===== config.mk =====
export PLATFORM = sky130hd
export DESIGN_NAME = pulse_width_meter
export DESIGN_NICKNAME = d
export VERILOG_FILES = /design/src/rtl/pulse_width_meter.sv
export SDC_FILE = /design/constraint.sdc
export NUM_CORES = 1
export LEC_CHECK = 0
export BUFFER_PORTS_ARGS = -buffer_cell sky130_fd_sc_hd__buf_4
export CORE_UTILIZATION = 30
export CTS_CLUSTER_SIZE = 24
export DETAILED_ROUTE_END_ITERATION = 7
export MAX_ROUTING_LAYER = met4
export PLACE_DENSITY_LB_ADDON = 0.05
export SYNTH_ARGS = -nofsm -noshare
export SYNTH_HDL_FRONTEND = slang
export SYNTH_SLANG_ARGS = --single-unit

===== constraint.sdc =====
create_clock -name clk -period 2.14 [get_ports clk]
set_input_delay 0.214 -clock clk [delete_from_list [all_inputs] [get_ports clk]]
set_output_delay 0.214 -clock clk [all_outputs]
set_load 0.01 [all_outputs]

===== src/rtl/pulse_width_meter.sv =====
// ----------------------------------------------------------------------------
// pulse_width_meter
//
// Measures the width, in clk cycles, of every high pulse on an asynchronous
// input. Each width is presented as one result on a valid/ready output stream.
// Pulses shorter than MIN_WIDTH are discarded. Pulses longer than the counter
// range saturate at all-ones and set m_overflow.
//
// Parameters:
//   CNT_WIDTH    width of the measurement counter and of m_width
//   MIN_WIDTH    minimum accepted width in cycles; shorter pulses are dropped silently
//   SYNC_STAGES  number of synchroniser flops on din (>= 2)
//
// Ports:
//   clk         single clock, all logic on the rising edge
//   aresetn     asynchronous active-low reset
//   din         asynchronous pulse input
//   m_width     measured high width in cycles (saturating)
//   m_overflow  m_width saturated; the true width exceeds 2**CNT_WIDTH-1
//   m_valid     result available
//   m_ready     consumer takes the result when m_valid && m_ready
//   dropped     1-cycle strobe: a completed result was lost because the output slot was full
// ----------------------------------------------------------------------------
module pulse_width_meter #(
    parameter int CNT_WIDTH   = 16,
    parameter int MIN_WIDTH   = 1,
    parameter int SYNC_STAGES = 2
) (
    input  logic                 clk,
    input  logic                 aresetn,
    input  logic                 din,
    output logic [CNT_WIDTH-1:0] m_width,
    output logic                 m_overflow,
    output logic                 m_valid,
    input  logic                 m_ready,
    output logic                 dropped
);

    typedef enum logic [1:0] {
        WAIT_LOW = 2'd0,
        IDLE     = 2'd1,
        MEASURE  = 2'd2
    } state_t;

    localparam logic [CNT_WIDTH-1:0] CNT_MAX = '1;
    localparam logic [CNT_WIDTH-1:0] MIN_W   = CNT_WIDTH'(MIN_WIDTH);

    logic [SYNC_STAGES-1:0] sync_q;
    logic [SYNC_STAGES-1:0] prime_q;
    logic                   din_s;
    logic                   din_d_q;
    logic                   primed;
    logic                   din_rise;
    logic                   slot_free;

    state_t                 state_q;
    logic [CNT_WIDTH-1:0]   cnt_q;
    logic                   sat_q;

    assign din_s = sync_q[SYNC_STAGES-1];

    // The sync chain resets to zero. Its first outputs after reset release
    // are therefore not real samples of din. prime_q marks when every stage
    // holds a genuine sample. Without it, WAIT_LOW would accept the reset zeros
    // as "din low" and then measure the tail of a pulse that was already high
    // when reset was released.
    assign primed = prime_q[SYNC_STAGES-1];

    // In IDLE, din_d_q is always 0, because IDLE is entered only after din_s
    // was seen low. The rising-edge qualifier therefore matches a plain
    // din_s test, but it states the intent explicitly.
    assign din_rise = din_s & ~din_d_q;

    // The output slot can take a new result if it is empty, or if its current
    // result is being accepted on this same edge.
    assign slot_free = ~m_valid | m_ready;

    // Synchroniser and priming chain.
    always_ff @(posedge clk or negedge aresetn) begin
        if (!aresetn) begin
            sync_q  <= '0;
            prime_q <= '0;
            din_d_q <= 1'b0;
        end else begin
            sync_q  <= {sync_q[SYNC_STAGES-2:0], din};
            prime_q <= {prime_q[SYNC_STAGES-2:0], 1'b1};
            din_d_q <= din_s;
        end
    end

    // Measurement FSM with registered outputs.
    always_ff @(posedge clk or negedge aresetn) begin
        if (!aresetn) begin
            state_q    <= WAIT_LOW;
            cnt_q      <= '0;
            sat_q      <= 1'b0;
            m_width    <= '0;
            m_overflow <= 1'b0;
            m_valid    <= 1'b0;
            dropped    <= 1'b0;
        end else begin
            dropped <= 1'b0;

            // Handshake. A load further down overrides this on the same edge,
            // so an accept and a new load produce no bubble.
            if (m_valid && m_ready) begin
                m_valid <= 1'b0;
            end

            case (state_q)
                WAIT_LOW: begin
                    if (primed && !din_s) begin
                        state_q <= IDLE;
                    end
                end

                IDLE: begin
                    if (din_rise) begin
                        state_q <= MEASURE;
                        cnt_q   <= {{(CNT_WIDTH-1){1'b0}}, 1'b1};
                        sat_q   <= 1'b0;
                    end
                end

                MEASURE: begin
                    if (din_s) begin
                        if (cnt_q == CNT_MAX) begin
                            sat_q <= 1'b1;
                        end else begin
                            cnt_q <= cnt_q + 1'b1;
                        end
                    end else begin
                        // cnt_q now holds the number of cycles din_s was high.
                        state_q <= IDLE;
                        if (cnt_q >= MIN_W) begin
                            if (slot_free) begin
                                m_width    <= cnt_q;
                                m_overflow <= sat_q;
                                m_valid    <= 1'b1;
                            end else begin
                                dropped <= 1'b1;
                            end
                        end
                    end
                end

                default: begin
                    state_q <= WAIT_LOW;
                end
            endcase
        end
    end

endmodule


# ---- Yosys cells after proc, flatten, opt, wreduce, memory -nomap -nowiden
# Cells that the tools add are included.
dict set report totals {
  output_inout_bits 19
  wordCells 56
  ff_bits 43
}
dict set report classes {
  order_cmp 1
  n_mux 21
  eq_ne 9
  add_sub_neg 1
  reduce_logical 9
  bitwise_logic 5
}
# cell count
set ops {}
lappend ops {{16-bit two-way mux} 3}
lappend ops {{16-bit one-hot mux with 2 select lines} 1}
lappend ops {{16-bit by 1-bit adder with 16-bit output, second input constant} 1}
lappend ops {{16-bit equality test, second input constant} 1}
lappend ops {{16-bit by 1-bit greater-or-equal comparator with 1-bit output, second input constant} 1}
lappend ops {{1-bit two-way mux} 12}
lappend ops {{2-bit inequality test, second input constant} 6}
lappend ops {{4-bit AND reduction} 3}
lappend ops {{2-bit two-way mux} 3}
lappend ops {{2-bit one-hot mux with 3 select lines} 1}
lappend ops {{1-bit inverter} 3}
lappend ops {{3-bit AND reduction} 1}
lappend ops {{2-bit by 1-bit equality test with 1-bit output, second input constant} 1}
lappend ops {{2-bit equality test, second input constant} 1}
lappend ops {{1-bit logical AND} 2}
lappend ops {{2-bit zero test} 1}
lappend ops {{1-bit one-hot mux with 2 select lines} 1}
lappend ops {{2-bit nonzero test} 1}
lappend ops {{1-bit AND} 1}
lappend ops {{1-bit zero test} 1}
lappend ops {{1-bit OR} 1}

# ---- Longest topological paths before layout
dict set report depth {
  word_depth 6
  depth_mapped 7
  depth_no_buf 6
}

# ---- Worst setup path after synthesis
# Ideal clock, no wire load.
dict set report synth_path {
  path_type {reg2reg}
  startpoint {register cnt_q[0]}
  endpoint {register m_width[10]}
  setup_slack_ps 351
  synth_period_minus_slack_ps 1789
  setup_time_ps 128
  stages_incl_launch_ff 8
  t_arrival_ps 1662
  required_ps 2012
  path_cell_list {dfrtp_1 inv_1 ha_1 nor4b_1 nand4_1 nand3_2 buf_4 mux2_1}
}
dict set report synth_between {
  elab_chain_cells 2
}
# item line
set synth_lines {}
lappend synth_lines {{start, declared} 57} ;# logic [CNT_WIDTH-1:0] cnt_q;
lappend synth_lines {{start signal, assigned} 120} ;# cnt_q <= {{(CNT_WIDTH-1){1'b0}}, 1'b1};
lappend synth_lines {{start signal, assigned} 130} ;# cnt_q <= cnt_q + 1'b1;
lappend synth_lines {{16-bit by 1-bit greater-or-equal comparator with 1-bit output} 135} ;# if (cnt_q >= MIN_W) begin
lappend synth_lines {{4-bit AND reduction (no line)} --}
lappend synth_lines {{end signal, assigned} 137} ;# m_width <= cnt_q;
lappend synth_lines {{end, declared} 32} ;# output logic [CNT_WIDTH-1:0] m_width,
# Every way passes these cells.
# A chain may end at the register's enable or synchronous reset.

# ---- Worst setup path after layout
dict set report layout_path {
  startpoint {register cnt_q[1]}
  endpoint {register m_width[4]}
}
# Same word-level chain as after synthesis.

==> results.ini <==
[synth]
syn_nets = 171
synth_flop_cell = dfrtp_1
muxShareOfSynthArea_pct = 11.2
synth_xor_area_share_pct = 0
synth_top_family_by_area = simple AND/OR/NAND/NOR gates
synth_top_area_share_pct = 54.3
yosysWarnings = 0
synth_cells = 164
ys_seq_area_share_pct = 54.3
synth_fa_ha_area_share_pct = 1.89
ys_ff_latch = 43
synthTopCellsByArea = dfrtp_1 (54%), mux2_1 (6.2%), mux2_2 (4.0%), o31ai_1 (2.6%), a21oi_1 (2.5%)
synth-compound-area-share_pct = 8.64
yosys.area_share.simple_pct = 21.5
synth_edf_count = 0
postSynthAreaPerCell_sq_um = 12.1
post-synth-top-area-cell = dfrtp_1
netlist_area_sq_mm = 0.00198
synth.distinct_cells = 41
synthArstFlopShare_pct = 100

[sta]
worst_slew_pin_slew_ns = 0.551
finalCritPeriodShare_pct = 91.4
fin_skew_ns = 0.00656
final-hold-violation-count = 0
finalMaxSlewViolations = 0
fin_setup_tns_ns = 0
setup_violations = 0
maxSlewHeadroom_pct = 63.3
period_needed_ns = 1.96
finalWorstSetupSlack_ns = 0.184
fmax_mhz = 511
rsz0062_at_grt = no

[route]
vias = 1461
wl_per_cell_um = 15.4
routed_wl_um = 4260
drtAntennaViolNets = 0
drt_pass1_iterations = 4
wl_met1_um = 1870
via_per_inst = 5.27
drc_errors = 0
topRoutingLayerUsed = met4
drtIter0Drc = 64
wl_met3_um = 162
wl_met2_um = 2150

[outcome]
status = finished, final reports clean

[floorplan]
initial_core_util_pct = 31.2
die_w_um = 83.3
die_h_um = 83.3
pin_count = 23
dieArea_sq_mm = 0.00694
core_area_sq_mm = 0.00635
rows = 29

[layout]
antennaDiodeCount = 0
final_common_cell = dfrtp_1
nNetsFinal = 206
final_cell_mix = dfrtp_1 (43), buf_4 (30), mux2_1 (11)
syn2layout_area_growth_pct = 23.2
fill_cells = 617
drive_above_1_share_pct = 27.0

[worst_setup_path]
worstSetupEndpointType = register
r2r_slack_ns = 0.18
cp-startpoint = cnt_q[1]
arrival_ns = 2.14
r2r_end = m_width[4]
reg2reg_depth = 7
cp_max_fo = 9
crit_type = register to register
crit_path_start_kind = register
cp.required_ns = 2.32
r2r_start = cnt_q[1]

[hold_path]
hold_class = input port to register
worstHoldStart = m_ready
min_delay_worst_endpoint = dropped
min_path_cells = 3

[clocking]
root_buffer = clkbuf_8
cts.clk_slew.worst_paths_ns = 0.08
cts_max_level = 2
cts_tree = done
worstSkewPairLatency_ns = 0.30
numCtsBuffers = 5
cts_setup_buffers = 0
clkSinkCount = 43
cts_max_path_buffers = 2

[placed_design]
place_ws_ns = 0.0489
hpwl_um = 3040
io_buffers = 22
place_congestion = 0.767

[global_route]
grt_pass1_wl_um = 7330
antenna_found_initial = 0
grt_max_degree = 44
grt_pass1_vias = 1493
overflow = 0
grt_usage_pct = 14.0

[power_and_ir_drop]
p_total_uw = 1920
peakVddDrop_mv = 0.366
leakage_uw = 0.00116
power_per_cell_area_mw_per_mm2 = 788

[job]
drv_cap = 0

[sequential cells by signal, indices dropped and copies added (netlist names)]
signal,cells
cnt_q,16
din_d_q,1
dropped,1
m_overflow,1
m_valid,1
m_width,16
prime_q,2
sat_q,1
state_q,2
sync_q,2
[through the flow]
stage	cell area, sq um	hold slack, ns	cells	utilization, %
global placement	2270	0.241	267	35.8
finish	2440	0.223	277	38.5
floorplan	1980	-0.0816	164	-
CTS	2420	0.000690	276	38.1
global route	2440	0.221	277	38.5
detailed placement	2270	0.247	267	35.8
[cell usage after synthesis (all sizes together) (4+ instances only)]
cell type   n
dfrtp      43
nand2b      4
nor4        4
nor2        8
nand3       6
nor3        4
or4         6
nand2      10
o31ai       7
mux2       18
nand4       6
a21oi      10
o21ai       4
[worst max-delay path by stage]
stage                     slack, ns  cells past startpoint           to
after detailed placement       0.05                      7   m_overflow
after global placement         0.11                      7   m_width[0]
after CTS                      0.02                      7   m_width[4]
final                          0.18                      7   m_width[4]
after floorplan                0.35                      7  m_width[10]
after global routing           0.03                      7   m_width[0]
[per-layer routing]
layer / vias to the layer above / global-route usage [%]
met5: - / -
met2: 35 / 22.1
met3: 8 / 3.58
li1: 689 / -
met1: 729 / 16.7
met4: 0 / 6.74
[what timing repair did]
item,4_1_cts,5_1_grt
endpoints found under the hold margin,43,1
hold buffers,1,1
gates resized for setup,0,2
setup endpoints to repair,0,17
[final cells by class]
class                           count  area [sq um]  area share (%)
Clock buffer                        5          68.8            2.82
Clock inverter                      3          67.6            2.77
Tap cell                           77          96.3            3.94
Inverter                            3          11.3           0.461
Sequential cell                    43          1080            44.1
Multi-Input combinational cell    114           877            35.9
Timing Repair Buffer               32           245            10.0
[power breakdown]
group          internal [uW]  switching, uW  total [uW]
combinational            120            126         246
clock                    465            287         753
sequential               864           60.9         925
[worst max-delay path, stage by stage (launching register included)]
cell and delay, ns:
dfrtp_1 0.44, inv_1 0.13, ha_1 0.19, nor4b_4 0.22
nand4_1 0.20, nand3_2 0.13, buf_4 0.19, mux2_2 0.35
[logic make-up (layout without fill, tap and decap cells)]
logic type                 Yosys count  count (layout)
and+or+nand+nor                     63              63
DFF                                 43              43
AOI/OAI and AO/OA                   27              27
muxes                               20              20
buffers and inverters                7              43
adders and majority gates            3               3
other                                1               1
(Power assumes the default switching activity.)
